## src/rtl/bram_loader_pkg.sv

```systemverilog
// bram_loader_pkg: shared state encoding, write-enable constant and beat-width helper
package bram_loader_pkg;
  typedef enum logic [1:0] {IDLE, LOAD_W, LOAD_I, DONE} state_t;
  localparam logic [7:0] WEA_ALL = 8'hFF;
  function automatic int BEAT_W(input int width, input int chunk_size);
    return width * chunk_size;
  endfunction
endpackage

```

## src/rtl/bram_loader_beat_packer.sv

```systemverilog
// beat_packer: gathers NUM_CORES beats into one wide word, lane 0 in the LSBs
module beat_packer #(
  parameter int BEAT = 64,
  parameter int NUM_CORES = 2
) (
  input  logic                      clk,
  input  logic                      rst,
  input  logic                      clr_i,
  input  logic                      beat_valid_i,
  input  logic [BEAT-1:0]           beat_i,
  output logic                      word_valid_o,
  output logic [BEAT*NUM_CORES-1:0] word_o
);
  localparam int LW = NUM_CORES > 1 ? $clog2(NUM_CORES) : 1;
  logic [LW-1:0] lane_q, lane_d;
  logic [BEAT*NUM_CORES-1:0] pack_q;
  // merge the incoming beat into its lane so a completing word is ready in the same cycle
  always_comb begin
    word_o = pack_q;
    for (int k = 0; k < NUM_CORES; k++)
      word_o[k*BEAT +: BEAT] = (beat_valid_i && lane_q == LW'(k)) ? beat_i : pack_q[k*BEAT +: BEAT];
    word_valid_o = beat_valid_i && lane_q == LW'(NUM_CORES - 1);
    lane_d = !beat_valid_i ? lane_q : word_valid_o ? '0 : lane_q + 1'b1;
  end
  // lane pointer and partial word; clear drops any half-filled pack
  always_ff @(posedge clk) begin
    if (rst || clr_i) begin
      lane_q <= '0;
      pack_q <= '0;
    end else begin
      lane_q <= lane_d;
      pack_q <= word_o;
    end
  end
endmodule

```

## src/rtl/bram_loader.sv

```systemverilog
// bram_loader: stream-to-BRAM loader filling weight then packed input memories; BRAM_LOADER_LAST_CHECK_EN enables s_last framing check
module bram_loader import bram_loader_pkg::*; #(
  parameter int WIDTH = 16,
  parameter int CHUNK_SIZE = 4,
  parameter int NUM_CORES = 2,
  parameter int W_DEPTH = 6,
  parameter int I_DEPTH = 6,
  parameter int W_ADDR_WIDTH = 12,
  parameter int I_ADDR_WIDTH = 14,
  localparam int BW = BEAT_W(WIDTH, CHUNK_SIZE)
) (
  input  logic                    clk,
  input  logic                    rst,
  input  logic                    start,
  output logic                    busy,
  output logic                    done,
  output logic                    err,
  input  logic [BW-1:0]           s_data,
  input  logic                    s_valid,
  input  logic                    s_last,
  output logic                    s_ready,
  output logic                    wb_ena,
  output logic [7:0]              wb_wea,
  output logic [W_ADDR_WIDTH-1:0] wb_addra,
  output logic [BW-1:0]           wb_dina,
  output logic                    in_ena,
  output logic [7:0]              in_wea,
  output logic [I_ADDR_WIDTH-1:0] in_addra,
  output logic [BW*NUM_CORES-1:0] in_dina
);
  localparam logic [W_ADDR_WIDTH-1:0] W_LAST = W_ADDR_WIDTH'(W_DEPTH - 1);
  localparam logic [I_ADDR_WIDTH-1:0] I_LAST = I_ADDR_WIDTH'(I_DEPTH - 1);
  state_t state_q;
  logic [W_ADDR_WIDTH-1:0] w_cnt_q;
  logic [I_ADDR_WIDTH-1:0] i_cnt_q;
  logic word_valid;
  logic [BW*NUM_CORES-1:0] word;
  assign s_ready = state_q == LOAD_W || state_q == LOAD_I;
  assign busy = state_q != IDLE;
  assign done = state_q == DONE;
  beat_packer #(.BEAT(BW), .NUM_CORES(NUM_CORES)) u_packer (
    .clk(clk),
    .rst(rst),
    .clr_i(state_q == IDLE && start),
    .beat_valid_i(state_q == LOAD_I && s_valid),
    .beat_i(s_data),
    .word_valid_o(word_valid),
    .word_o(word)
  );
  // load sequencer: weight beats one per word, then packed input words, then a one-cycle DONE
  always_ff @(posedge clk) begin
    if (rst) begin
      state_q <= IDLE;
      w_cnt_q <= '0;
      i_cnt_q <= '0;
      wb_ena <= 1'b0;
      wb_wea <= '0;
      wb_addra <= '0;
      wb_dina <= '0;
      in_ena <= 1'b0;
      in_wea <= '0;
      in_addra <= '0;
      in_dina <= '0;
    end else begin
      wb_ena <= 1'b0;
      wb_wea <= '0;
      in_ena <= 1'b0;
      in_wea <= '0;
      case (state_q)
        IDLE: if (start) begin
          state_q <= LOAD_W;
          w_cnt_q <= '0;
          i_cnt_q <= '0;
        end
        LOAD_W: if (s_valid) begin
          wb_ena <= 1'b1;
          wb_wea <= WEA_ALL;
          wb_addra <= w_cnt_q;
          wb_dina <= s_data;
          w_cnt_q <= w_cnt_q == W_LAST ? w_cnt_q : w_cnt_q + 1'b1;
          state_q <= w_cnt_q == W_LAST ? LOAD_I : LOAD_W;
        end
        LOAD_I: if (word_valid) begin
          in_ena <= 1'b1;
          in_wea <= WEA_ALL;
          in_addra <= i_cnt_q;
          in_dina <= word;
          i_cnt_q <= i_cnt_q == I_LAST ? i_cnt_q : i_cnt_q + 1'b1;
          state_q <= i_cnt_q == I_LAST ? DONE : LOAD_I;
        end
        default: state_q <= IDLE;
      endcase
    end
  end
`ifdef BRAM_LOADER_LAST_CHECK_EN
  logic err_q;
  logic final_acc;
  assign final_acc = word_valid && i_cnt_q == I_LAST;
  assign err = err_q;
  // sticky framing error: s_last must arrive on exactly the final accepted beat
  always_ff @(posedge clk)
    err_q <= rst || (state_q == IDLE && start) ? 1'b0 : err_q | (s_valid && s_ready && s_last != final_acc);
`else
  logic unused_last;
  assign unused_last = s_last;
  assign err = 1'b0;
`endif
endmodule

```

## config.mk

```make
export PLATFORM = sky130hd
export DESIGN_NAME = bram_loader
export DESIGN_NICKNAME = d
export VERILOG_FILES = /design/src/rtl/bram_loader_pkg.sv /design/src/rtl/bram_loader_beat_packer.sv /design/src/rtl/bram_loader.sv
export SDC_FILE = /design/constraint.sdc
export NUM_CORES = 1
export LEC_CHECK = 0
export CORE_AREA = 2 2 155 157
export DETAILED_ROUTE_END_ITERATION = 8
export DIE_AREA = 0 0 157 159
export GPL_TIMING_DRIVEN = 1
export PLACE_DENSITY = 0.82
export SLEW_MARGIN = 20
export SYNTH_ARGS = -nofsm -noshare
export SYNTH_HDL_FRONTEND = slang
export SYNTH_SLANG_ARGS = --single-unit
```

## constraint.sdc

```tcl
create_clock -name clk -period 4.5 [get_ports clk]
set_input_delay 0.675 -clock clk [delete_from_list [all_inputs] [get_ports clk]]
set_output_delay 0.675 -clock clk [all_outputs]
set_load 0.01 [all_outputs]
```

==> out/metrics.csv <==
metric;value;unit
reg2reg_slack;1.77;ns
p_leak;5.13;nW
final_cell_mix;nand2_1 (579), dfxtp_1 (313), clkdlybuf4s50_1 (305);
rsz0062_at_grt;false;
syn_nets;1552;
core_area;23200;µm²
clk_latency;0.50;ns
total_power;6.01;mW
crit_type;reg -> reg;
drt-initial-drc-count;643;
tightestPinTransition;1.10;ns
vias_per_cell;5.30;
clock_skew;0.0132;ns
critical_path_required;4.92;ns
initial_core_util;0.503;
ant_nets;0;
cp_max_fo;47;
synth_xor_area_frac;0.000751;
routedWlPerCell;16.5;µm
min_period;2.73;ns
async_flop_share;0;
arrival;3.14;ns
ys_seq_area_frac;0.537;
peakVddDrop;0.315;mV
maxSlewHeadroom;0.268;
portBuffers;306;
fmax;0.367;GHz
hpwlAfterDp;20700;µm
period_share;0.606;
synthAdderAreaFrac;0.00966;
synthFlopType;dfxtp_1;
synth-compound-area-share;0.157;
routed-via-count;10806;
htreeDepth;2;
synth-edff-count;0;
cts.sinks;313;
post_cts_buffers;0;
endpoint_kind;register;
grt_pass1_vias;10622;
cts_tree;done;
place_congestion;0.852;
yosysUniqueCellTypes;57;
grt-ovfl-total;0;
ios;309;
startpoint_type;register;
wirelength;33700;µm
synthCells;1474;
final_nets;1775;
tns;0;ns
dieHeight;159;µm
dieArea;25000;µm²
status;finished clean;
dr.pass1.iters;5;
pwr_density_cell;382;nW/µm²
grt_max_degree;131;
cts_buffers;34;
drv_slew;0;
clk_pin_slew;0.06;ns
netlist_area;11700;µm²
drv_cap;0;
ys_seq_elements;313;
syn_area_per_cell;7.91;µm²
synth_simple_gate_area_frac;0.235;
hold_class;reg -> reg;
final_common_cell;nand2_1;
grt_pass1_wl;53800;µm
hold_viol_final;0;
synth_mux_area_frac;0.00290;
grt_antenna_before_repair;2;
synth_top_family_by_area;simple AND/OR/NAND/NOR gates;
area_growth;35.0;%
post-route-drc-count;0;
grt_usage;0.263;
root_buffer;clkbuf_16;
synth_warnings;0;
layout-drive-gt1-share;0.0460;
setup_viol;0;
cts_resized;0;
die_w;157;µm
fp-row-count;56;
hold_buffers;0;
clockBufferDepth;3;
[layout make-up]
cell class                      count  area [µm²]
Multi-Input combinational cell   1020        4770
Clock buffer                       51        1050
Inverter                           12        45.0
Sequential cell                   313        6270
Clock inverter                      5        53.8
Tap cell                          319         399
Antenna cell                        2        5.00
Timing Repair Buffer              316        3150
Fill cell                        1849        7450
[synthesized netlist by cell type, types with 4 or more instances]
cell | n | share of area
and4_1 | 7 | 0.0053
o31ai_1 | 5 | 0.0032
nand3_1 | 9 | 0.0039
buf_6 | 4 | 0.0039
or4_1 | 6 | 0.0039
nand2_1 | 581 | 0.19
nor2_1 | 7 | 0.0023
nand4_1 | 11 | 0.0059
ha_1 | 9 | 0.0097
o41ai_1 | 4 | 0.0030
a21oi_1 | 297 | 0.13
inv_1 | 12 | 0.0039
or3_1 | 9 | 0.0048
clkbuf_1 | 85 | 0.027
o21ai_0 | 9 | 0.0039
dfxtp_1 | 313 | 0.54
buf_2 | 17 | 0.0073
nor3_1 | 8 | 0.0034
buf_4 | 19 | 0.012
[critical path, cell delays in order, from the launching register on]
cell,delay (ns)
dfxtp_1,0.44
inv_1,0.10
ha_1,0.35
nand2_1,0.20
or2_2,0.84
buf_4,0.42
nand2_1,0.08
a21oi_1,0.16
[per-layer routing]
layer  global-route usage  part of all wire
met3               0.0800             0.088
met2                0.435              0.48
met4                0.116             0.036
met5                    0                 0
met1                0.315              0.40
[path summary, 6_finish.rpt]
kind	from	endpoint	cells after the start
setup reg to reg	state_q[0]$_SDFFE_PP0P_	u_packer.pack_q[45]$_SDFF_PP0_	7
hold reg to reg	in_addra[13]$_SDFFE_PP0P_	in_addra[13]$_SDFFE_PP0P_	2
hold / removal	in_addra[13]$_SDFFE_PP0P_	in_addra[13]$_SDFFE_PP0P_	2
setup / recovery	state_q[0]$_SDFFE_PP0P_	u_packer.pack_q[45]$_SDFF_PP0_	7
[kinds of logic after synthesis]
kind of cell,count (synthesis)
AND/OR/NAND/NOR,665
AO/OA/AOI/OAI,341
flip-flops,313
buffers and inverters,141
adder cells (fa/ha/maj),9
multiplexers,3
other,1
XOR/XNOR,1
[sequential cells by signal (all words and copies together), names as in the netlist]
register / count
i_cnt_q: 14
in_addra: 14
in_dina: 128
in_wea: 1
state_q: 2
u_packer.lane_q: 1
u_packer.pack_q: 64
w_cnt_q: 12
wb_addra: 12
wb_dina: 64
wb_wea: 1
[stage by stage]
stage | utilization | area, µm² | setup WS (ns) | hold slack (ns) | cells
2_1_floorplan | - | 11700 | 2.49 | 0.432 | 1474
3_3_place_gp | 0.631 | 14600 | 1.35 | 0.435 | 1980
3_5_place_dp | 0.631 | 14600 | 1.26 | 0.442 | 1980
4_1_cts | 0.679 | 15700 | 1.75 | 0.451 | 2036
5_1_grt | 0.679 | 15700 | 1.57 | 0.462 | 2038
6_report | 0.679 | 15700 | 1.77 | 0.450 | 2038
[power by group]
group / total [mW] / internal, mW / switching (mW)
sequential: 2.84 / 2.81 / 0.0249
combinational: 0.434 / 0.181 / 0.253
clock: 2.74 / 1.65 / 1.09
total: 6.01 / 4.65 / 1.36
No activity file was read; power rests on OpenSTA's default activity.
